File: src/rtl/ws2812_pixel_receiver.sv
// rtl/ws2812_pixel_receiver.sv - WS2812-style NRZ pixel sink: captures the first 24 bits, forwards the rest
module ws2812_pixel_receiver #(
   parameter int MIN_HIGH     = 5,
   parameter int THRESH       = 29,
   parameter int MAX_HIGH     = 72,
   parameter int RESET_CYCLES = 2400
) (
   input  logic        clk,
   input  logic        rst,
   input  logic        din,
   output logic        dout,
   output logic [23:0] pixel,
   output logic        pixel_valid,
   output logic        frame_done,
   output logic        bit_error
);

   localparam int HW = $clog2(MAX_HIGH + 2);
   localparam int LW = $clog2(RESET_CYCLES + 1);

   localparam logic [HW-1:0] HC_MIN    = HW'(MIN_HIGH);
   localparam logic [HW-1:0] HC_THRESH = HW'(THRESH);
   localparam logic [HW-1:0] HC_MAX    = HW'(MAX_HIGH);
   localparam logic [HW-1:0] HC_SAT    = HW'(MAX_HIGH + 1);
   localparam logic [LW-1:0] LC_LATCH  = LW'(RESET_CYCLES);
   localparam logic [LW-1:0] LC_PRE    = LW'(RESET_CYCLES - 1);

   typedef enum logic [1:0] {
      CAPTURE,
      FORWARD,
      WAIT_LATCH
   } state_t;

   state_t        state, state_next;
   logic          sync1, ds, ds_d;
   logic [HW-1:0] high_cnt;
   logic [LW-1:0] low_cnt;
   logic [4:0]    bit_cnt, bit_cnt_next;
   logic [23:0]   shift, shift_next;
   logic          seen_rise;
   logic          load_pixel, set_err;

   logic rise, fall, stuck, latch;
   assign rise  = ds & ~ds_d;
   assign fall  = ~ds & ds_d;
   // Flag the cycle in which high_cnt would step past the legal maximum.
   assign stuck = ds & ~rise & (high_cnt == HC_MAX);
   assign latch = ~ds & (low_cnt == LC_PRE);

   always_comb begin
      state_next   = state;
      bit_cnt_next = bit_cnt;
      shift_next   = shift;
      load_pixel   = 1'b0;
      set_err      = 1'b0;
      if (latch) begin
         state_next   = CAPTURE;
         bit_cnt_next = 5'd0;
         shift_next   = 24'd0;
      end else begin
         case (state)
            CAPTURE: begin
               if (stuck) begin
                  set_err    = 1'b1;
                  state_next = WAIT_LATCH;
               end else if (bit_cnt == 5'd24) begin
                  load_pixel = 1'b1;
                  state_next = FORWARD;
               end else if (fall) begin
                  if (high_cnt < HC_MIN) begin
                     set_err      = 1'b1;
                     state_next   = WAIT_LATCH;
                     shift_next   = 24'd0;
                     bit_cnt_next = 5'd0;
                  end else if (high_cnt <= HC_MAX) begin
                     shift_next   = {shift[22:0], (high_cnt >= HC_THRESH)};
                     bit_cnt_next = bit_cnt + 5'd1;
                  end
               end
            end
            FORWARD: begin
               if (stuck) begin
                  set_err    = 1'b1;
                  state_next = WAIT_LATCH;
               end
            end
            default: ;
         endcase
      end
   end

   always_ff @(posedge clk or posedge rst) begin
      if (rst) begin
         sync1       <= 1'b0;
         ds          <= 1'b0;
         ds_d        <= 1'b0;
         high_cnt    <= '0;
         low_cnt     <= '0;
         state       <= CAPTURE;
         bit_cnt     <= 5'd0;
         shift       <= 24'd0;
         pixel       <= 24'd0;
         pixel_valid <= 1'b0;
         frame_done  <= 1'b0;
         bit_error   <= 1'b0;
         dout        <= 1'b0;
         seen_rise   <= 1'b0;
      end else begin
         sync1 <= din;
         ds    <= sync1;
         ds_d  <= ds;

         if (rise)
            high_cnt <= HW'(1);
         else if (ds && high_cnt != HC_SAT)
            high_cnt <= high_cnt + HW'(1);

         if (ds)
            low_cnt <= '0;
         else if (low_cnt != LC_LATCH)
            low_cnt <= low_cnt + LW'(1);

         state   <= state_next;
         bit_cnt <= bit_cnt_next;
         shift   <= shift_next;
         if (load_pixel)
            pixel <= shift;
         pixel_valid <= load_pixel;
         frame_done  <= latch & seen_rise;
         bit_error   <= bit_error | set_err;
         // Registered copy of ds keeps forwarded pulse widths exact.
         dout        <= (state_next == FORWARD) ? ds : 1'b0;

         if (latch)
            seen_rise <= 1'b0;
         else if (rise)
            seen_rise <= 1'b1;
      end
   end

endmodule
File: config.mk
export PLATFORM = sky130hd
export DESIGN_NAME = ws2812_pixel_receiver
export DESIGN_NICKNAME = d
export VERILOG_FILES = /design/src/rtl/ws2812_pixel_receiver.sv
export SDC_FILE = /design/constraint.sdc
export NUM_CORES = 1
export LEC_CHECK = 0
export BUFFER_PORTS_ARGS = -buffer_cell sky130_fd_sc_hd__buf_4
export CELL_PAD_IN_SITES_DETAIL_PLACEMENT = 0
export CELL_PAD_IN_SITES_GLOBAL_PLACEMENT = 1
export CORE_MARGIN = 2
export CORE_UTILIZATION = 40
export DETAILED_ROUTE_END_ITERATION = 12
export HOLD_SLACK_MARGIN = 0.1
export PLACE_DENSITY = 0.7
export SLEW_MARGIN = 20
export SYNTH_ARGS = -nofsm -noshare
export SYNTH_HDL_FRONTEND = slang
export SYNTH_SLANG_ARGS = --single-unit
File: constraint.sdc
create_clock -name clk -period 7.4 [get_ports clk]
set_input_delay 0.74 -clock clk [delete_from_list [all_inputs] [get_ports clk]]
set_output_delay 0.74 -clock clk [all_outputs]
set_load 0.02 [all_outputs]
======== After elaboration in Yosys (flattened, before gate mapping) ========
Cells that the tools add are included.
storage, ports and cells
  input bits .............................. 3
  register bits after elaboration ......... 82
  output and inout bits ................... 28
  word-level logic and storage cells ...... 87
operators by class
  reductions and logical operators ........ 9
  multiplexer cells ....................... 39
  $add $sub $neg .......................... 3
  equality and inequality tests ........... 9
  bitwise logic cells ..................... 10
  magnitude comparators ................... 3
operator list
  kind                                                                   count
  24-bit two-way mux                                                     7
  5-bit two-way mux                                                      7
  12-bit two-way mux                                                     2
  7-bit two-way mux                                                      2
  1-bit two-way mux                                                      13
  12-bit by 1-bit adder with 12-bit output, second input constant        1
  12-bit == test, second input constant                                  1
  2-bit two-way mux                                                      6
  12-bit != test, second input constant                                  1
  2-bit nonzero test                                                     5
  7-bit by 1-bit adder with 7-bit output, second input constant          1
  7-bit == test, second input constant                                   1
  7-bit by 5-bit >= comparator with 1-bit output, second input constant  1
  7-bit <= comparator, second input constant                             1
  7-bit by 3-bit < comparator with 1-bit output, second input constant   1
  7-bit != test, second input constant                                   1
  1-bit bitwise AND                                                      6
  5-bit by 1-bit adder with 5-bit output, second input constant          1
  5-bit == test, second input constant                                   1
  5-bit AND reduction                                                    1
  2-bit by 1-bit == test with 1-bit output, second input constant        2
  2-bit one-hot mux with 2 select lines                                  1
  1-bit NOT                                                              3
  3-bit nonzero test                                                     1
  other kinds (6)                                                        6

======== Longest topological paths before layout ========
  depth in word-level cells ............... 10
  gate-level depth with buffers ........... 8
  gate-level depth less buffers ........... 6

======== Least setup slack after synthesis ========
OpenSTA, ideal clock, no wires.
  kind .................................... register -> register
  from .................................... register high_cnt[0]
  to ...................................... register shift[0]
  arrival time ............................ 1.905 ns
  buffers on the path ..................... 1
  path slack .............................. 5.367 ns
  cell stages (with the launch flop) ...... 8
  data required time ...................... 7.272 ns
  clock period less this slack ............ 2.033 ns
  library setup time ...................... 0.128 ns
  cell sequence ........................... dfrtp_1 inv_1 ha_1 nor2b_1 o21ai_1 o21a_1 clkbuf_1 mux2_1
on the way
  cells in the longest elaborated chain, start to end .. 8
  elaborated cells on any way between the ends .. 15
  classes of those cells .................. order compare: 3; eq/ne: 2; mux: 7; bitwise: 1; reduce/logical: 2
RTL lines
  what                                            RTL line  RTL
  start, declared                                 36        logic [HW-1:0] high_cnt;
  start signal, assigned                          116       high_cnt <= high_cnt + HW'(1);
  7-bit by 5-bit >= comparator with 1-bit output  76        shift_next = {shift[22:0], (high_cnt >= HC_THRESH)};
  24-bit two-way mux                              75        end else if (high_cnt <= HC_MAX) begin
  24-bit two-way mux                              70        if (high_cnt < HC_MIN) begin
  24-bit two-way mux                              69        end else if (fall) begin
  24-bit two-way mux                              66        end else if (bit_cnt == 5'd24) begin
  24-bit two-way mux                              63        if (stuck) begin
  24-bit two-way mux                              61        case (state)
  24-bit two-way mux                              56        if (latch) begin
  end signal, assigned                            125       shift <= shift_next;
  end, declared                                   39        logic [23:0] shift, shift_next;
Parallel ways exist; a longest one is shown, timed or not. The select of a mux whose other input is x is not followed.
A chain may end at the register's enable or synchronous reset.

======== Final worst setup path ========
Same ends and word-level chain as after synthesis.

==> summary.md <==
The floorplan step defined a die boundary enclosing 9860 sq um. The row count came out at 34. The layout overhead on the synthesized area works out to 12.9%. The run gives 277 as the gate count of the mapped netlist. The tools report the global-route total usage across every layer as 0.142. For the number of global-route vias before repair, the log shows 2251. The largest net degree at the start of global routing came out at 83.

After detailed routing, the average wire length per cell comes to 15.2 microns. The horizontal extent of the die works out to 99.3 microns. Summing over every cut layer, the via total after detailed routing is 2234. The flow ran to the end, and the final reports show no timing, DRC or antenna violations. The startpoint identified for the worst hold timing path is sync1. The number of optimization iterations in the first detailed-route pass is 4. Counting flops with a built-in enable in the synthesized netlist gives 0. The total count of hold-check failures in the final report was 0; the setup TNS after final layout was 0 ps.

The weighted congestion at the end of routability-driven global placement was 0.812; the static leakage was 1.98 nW. The tools report the capture instance of the worst register-to-register path as shift[0]. Across the run, the number of max-cap violations was 0.

The fraction of final layout cells sized beyond drive strength 1 was 0.253; the number of nets produced by synthesis was 287. The highest attainable clock frequency was 374 MHz. The category of the worst setup path capture point was a register. Once detail routing completed, the nets flagged for antenna violations numbered 0. For the worst setup path, the data arrival time is 2910 ps.

The height of the chip is 99.3 microns, and the transition time of the tightest slew-check pin is 872 ps. The clock tree buffer depth was 2; the number of buffers created by CTS was 9. The register area share after synthesis was 0.565; the number of stages on the worst hold path was 0.

Minimum setup slack in the final design: 4730 ps. The number of buffer cells added on primary ports was 30. The areal power density over the cells came out at 204 nW/um^2. In this run the post-CTS setup repair buffer count came out at 0. The type of the most critical hold path is reg2reg. Setup repair after global routing left no endpoint under its margin. In this run, distinct cell masters in the synthesized netlist total 57. Gates resized during post-CTS repair numbered 0.

The tools report the routed wire length as 6370 microns. The top flip-flop cell by instance count after synthesis was dfrtp_1. The final max-slew violation count is 0, and the final core utilization is 0.468.

The count of state elements after synthesis was 82; the HPWL after detailed placement was 4090 microns. For this run, design rule violations remaining after detail routing come to 0. The number of top-level pins was 31; the overall power consumption was 0.000836 W. TritonCTS built the clock tree. Leaving out fill and tap cells, the most frequent cells in the layout are 82 x dfrtp_1, 31 x buf_4, 24 x a22o_1, 20 x nor2_1, 19 x mux2_4.

CTS saw 82 sinks. Number of warnings issued by yosys: 0. The share of flip-flops with an asynchronous set or reset is 1.00. Worst setup path category: reg2reg. The starting DRC count in detailed routing was 115. Final hold analysis gives a worst-case slack of 360 ps. The path depth of the worst reg2reg path is 6, and the worst endpoint required time is 7640 ps. The source of the critical timing path is high_cnt[0].

The cell sitting at the root of the clock tree is a clkbuf_8. After synthesis, the cell types taking the most area are dfrtp_1 56%, mux2_4 7.9%, a22o_1 5.8%. The most common library cell in the layout ignoring fill and taps was dfrtp_1. The repair_antennas step left the layout with diodes totalling 0. For the final database, setup skew stands at 12.1 ps. Summed over all layers, the global routing overflow is 0. The worst setup path is launched from a register. The number of antenna violations at the first check in global routing was 0.

In this run the cell area of the synthesized design comes to 3630 sq um. The top fanout value on the critical path was 26; the post-CTS clock slew at the launch and capture registers of the worst setup and hold paths was 80 ps. The first-pass GRT wire length was 11200 microns; the setup violation total in the final timing report was 0. The initial standard-cell utilization of the core is 0.415. The max-slew headroom at the worst pin was 0.419. Across the VDD grid, the largest voltage drop is 0.0823 mV. The net count of the finished layout is 317.

For the finished layout, the period the worst path requires is 2670 ps. The period utilization works out to 0.361. The mean area per synthesized cell was 13.1 sq um; the number of vias per cell was 5.32. The clock latency on the worst-skew pair is 360 ps. The area fraction of the dominant cell type after synthesis works out to 0.565. The H-tree was split into 3 levels. The startpoint of the lowest-slack register-to-register path was high_cnt[0]. The worst register-to-register path has a setup slack of 4730 ps.

OpenSTA, run right after detailed placement, puts the worst setup slack at 4730 ps. dfrtp_1 takes more of the synthesized area than any other cell. In this run the standard cell core region covers 8760 sq um.

The filler cells instantiated in the layout total 820. The worst hold path terminates at ds. Buffers inserted to repair hold after CTS numbered 0.
[per-layer routing]
layer	global-route usage	routed length (microns)	vias up
li1	-	-	1071
met4	0.0569	98	0
met2	0.196	2840	39
met3	0.0344	232	8
met5	0	0	-
met1	0.214	3200	1116
[synth_stat cells, drive strengths merged, types with 2 or more instances]
| cell | n |
|---|---|
| nand4b | 2 |
| clkbuf | 4 |
| or4b | 2 |
| mux2 | 26 |
| o21a | 2 |
| nand2 | 7 |
| nor4 | 2 |
| xor2 | 12 |
| ha | 7 |
| and4b | 2 |
| nor4b | 3 |
| dfrtp | 82 |
| and3 | 2 |
| buf | 10 |
| a21oi | 4 |
| and4 | 3 |
| a22o | 24 |
| o311ai | 2 |
| nor2 | 20 |
| o211ai | 2 |
| nand4 | 10 |
| o21ai | 7 |
| nor3b | 2 |
| nand3 | 10 |
| inv | 10 |
[cells by family after synthesis]
logic type                 after synthesis  synth area share
DFF                                     82             0.565
and+or+nand+nor                         73             0.131
AOI/OAI and AO/OA                       51             0.108
muxes                                   27             0.103
buffers and inverters                   24            0.0382
xor gates and xnor gates                13            0.0313
adders and majority gates                7            0.0241
[sequential cells by signal, indices dropped and copies added (netlist names)]
register	count
bit_cnt	5
bit_error	1
dout	1
ds	1
ds_d	1
frame_done	1
high_cnt	7
low_cnt	12
pixel	24
pixel_valid	1
seen_rise	1
shift	24
state	2
sync1	1
[critical path, stage by stage, from the launching register on]
cell,delay (ps)
dfrtp_1,490
inv_1,100
ha_1,220
nor2b_1,130
o21ai_1,470
o21a_1,760
mux2_1,380
[layout make-up]
class / instances / area [sq um] / share of cell area
inverters: 10 / 38.8 / 0.00945
well taps: 108 / 135 / 0.0329
clock inverters: 6 / 51.3 / 0.0125
multi-input cells: 171 / 1440 / 0.352
repair buffers: 33 / 255 / 0.0622
clock buffers: 10 / 128 / 0.0311
flip-flops and latches: 82 / 2050 / 0.500
[report_power, final]
group | switching [W] | leakage, nW | internal, W
combinational | 0.0000372 | 0.786 | 0.0000248
clock | 0.000172 | 0.0810 | 0.000126
sequential | 0.0000167 | 1.12 | 0.000459
[worst max path at each step]
stage                 endpoint
floorplan           bit_cnt[0]
global placement    bit_cnt[0]
detailed placement    shift[0]
CTS                   shift[0]
global route          shift[0]
finish                shift[0]
[metrics by stage]
step,instance area [sq um],instances
5_1_grt,4100,420
3_5_place_dp,3920,404
4_1_cts,4100,420
3_3_place_gp,3910,403
2_1_floorplan,3630,277
6_report,4100,420
No activity file was read; power rests on OpenSTA's default activity.
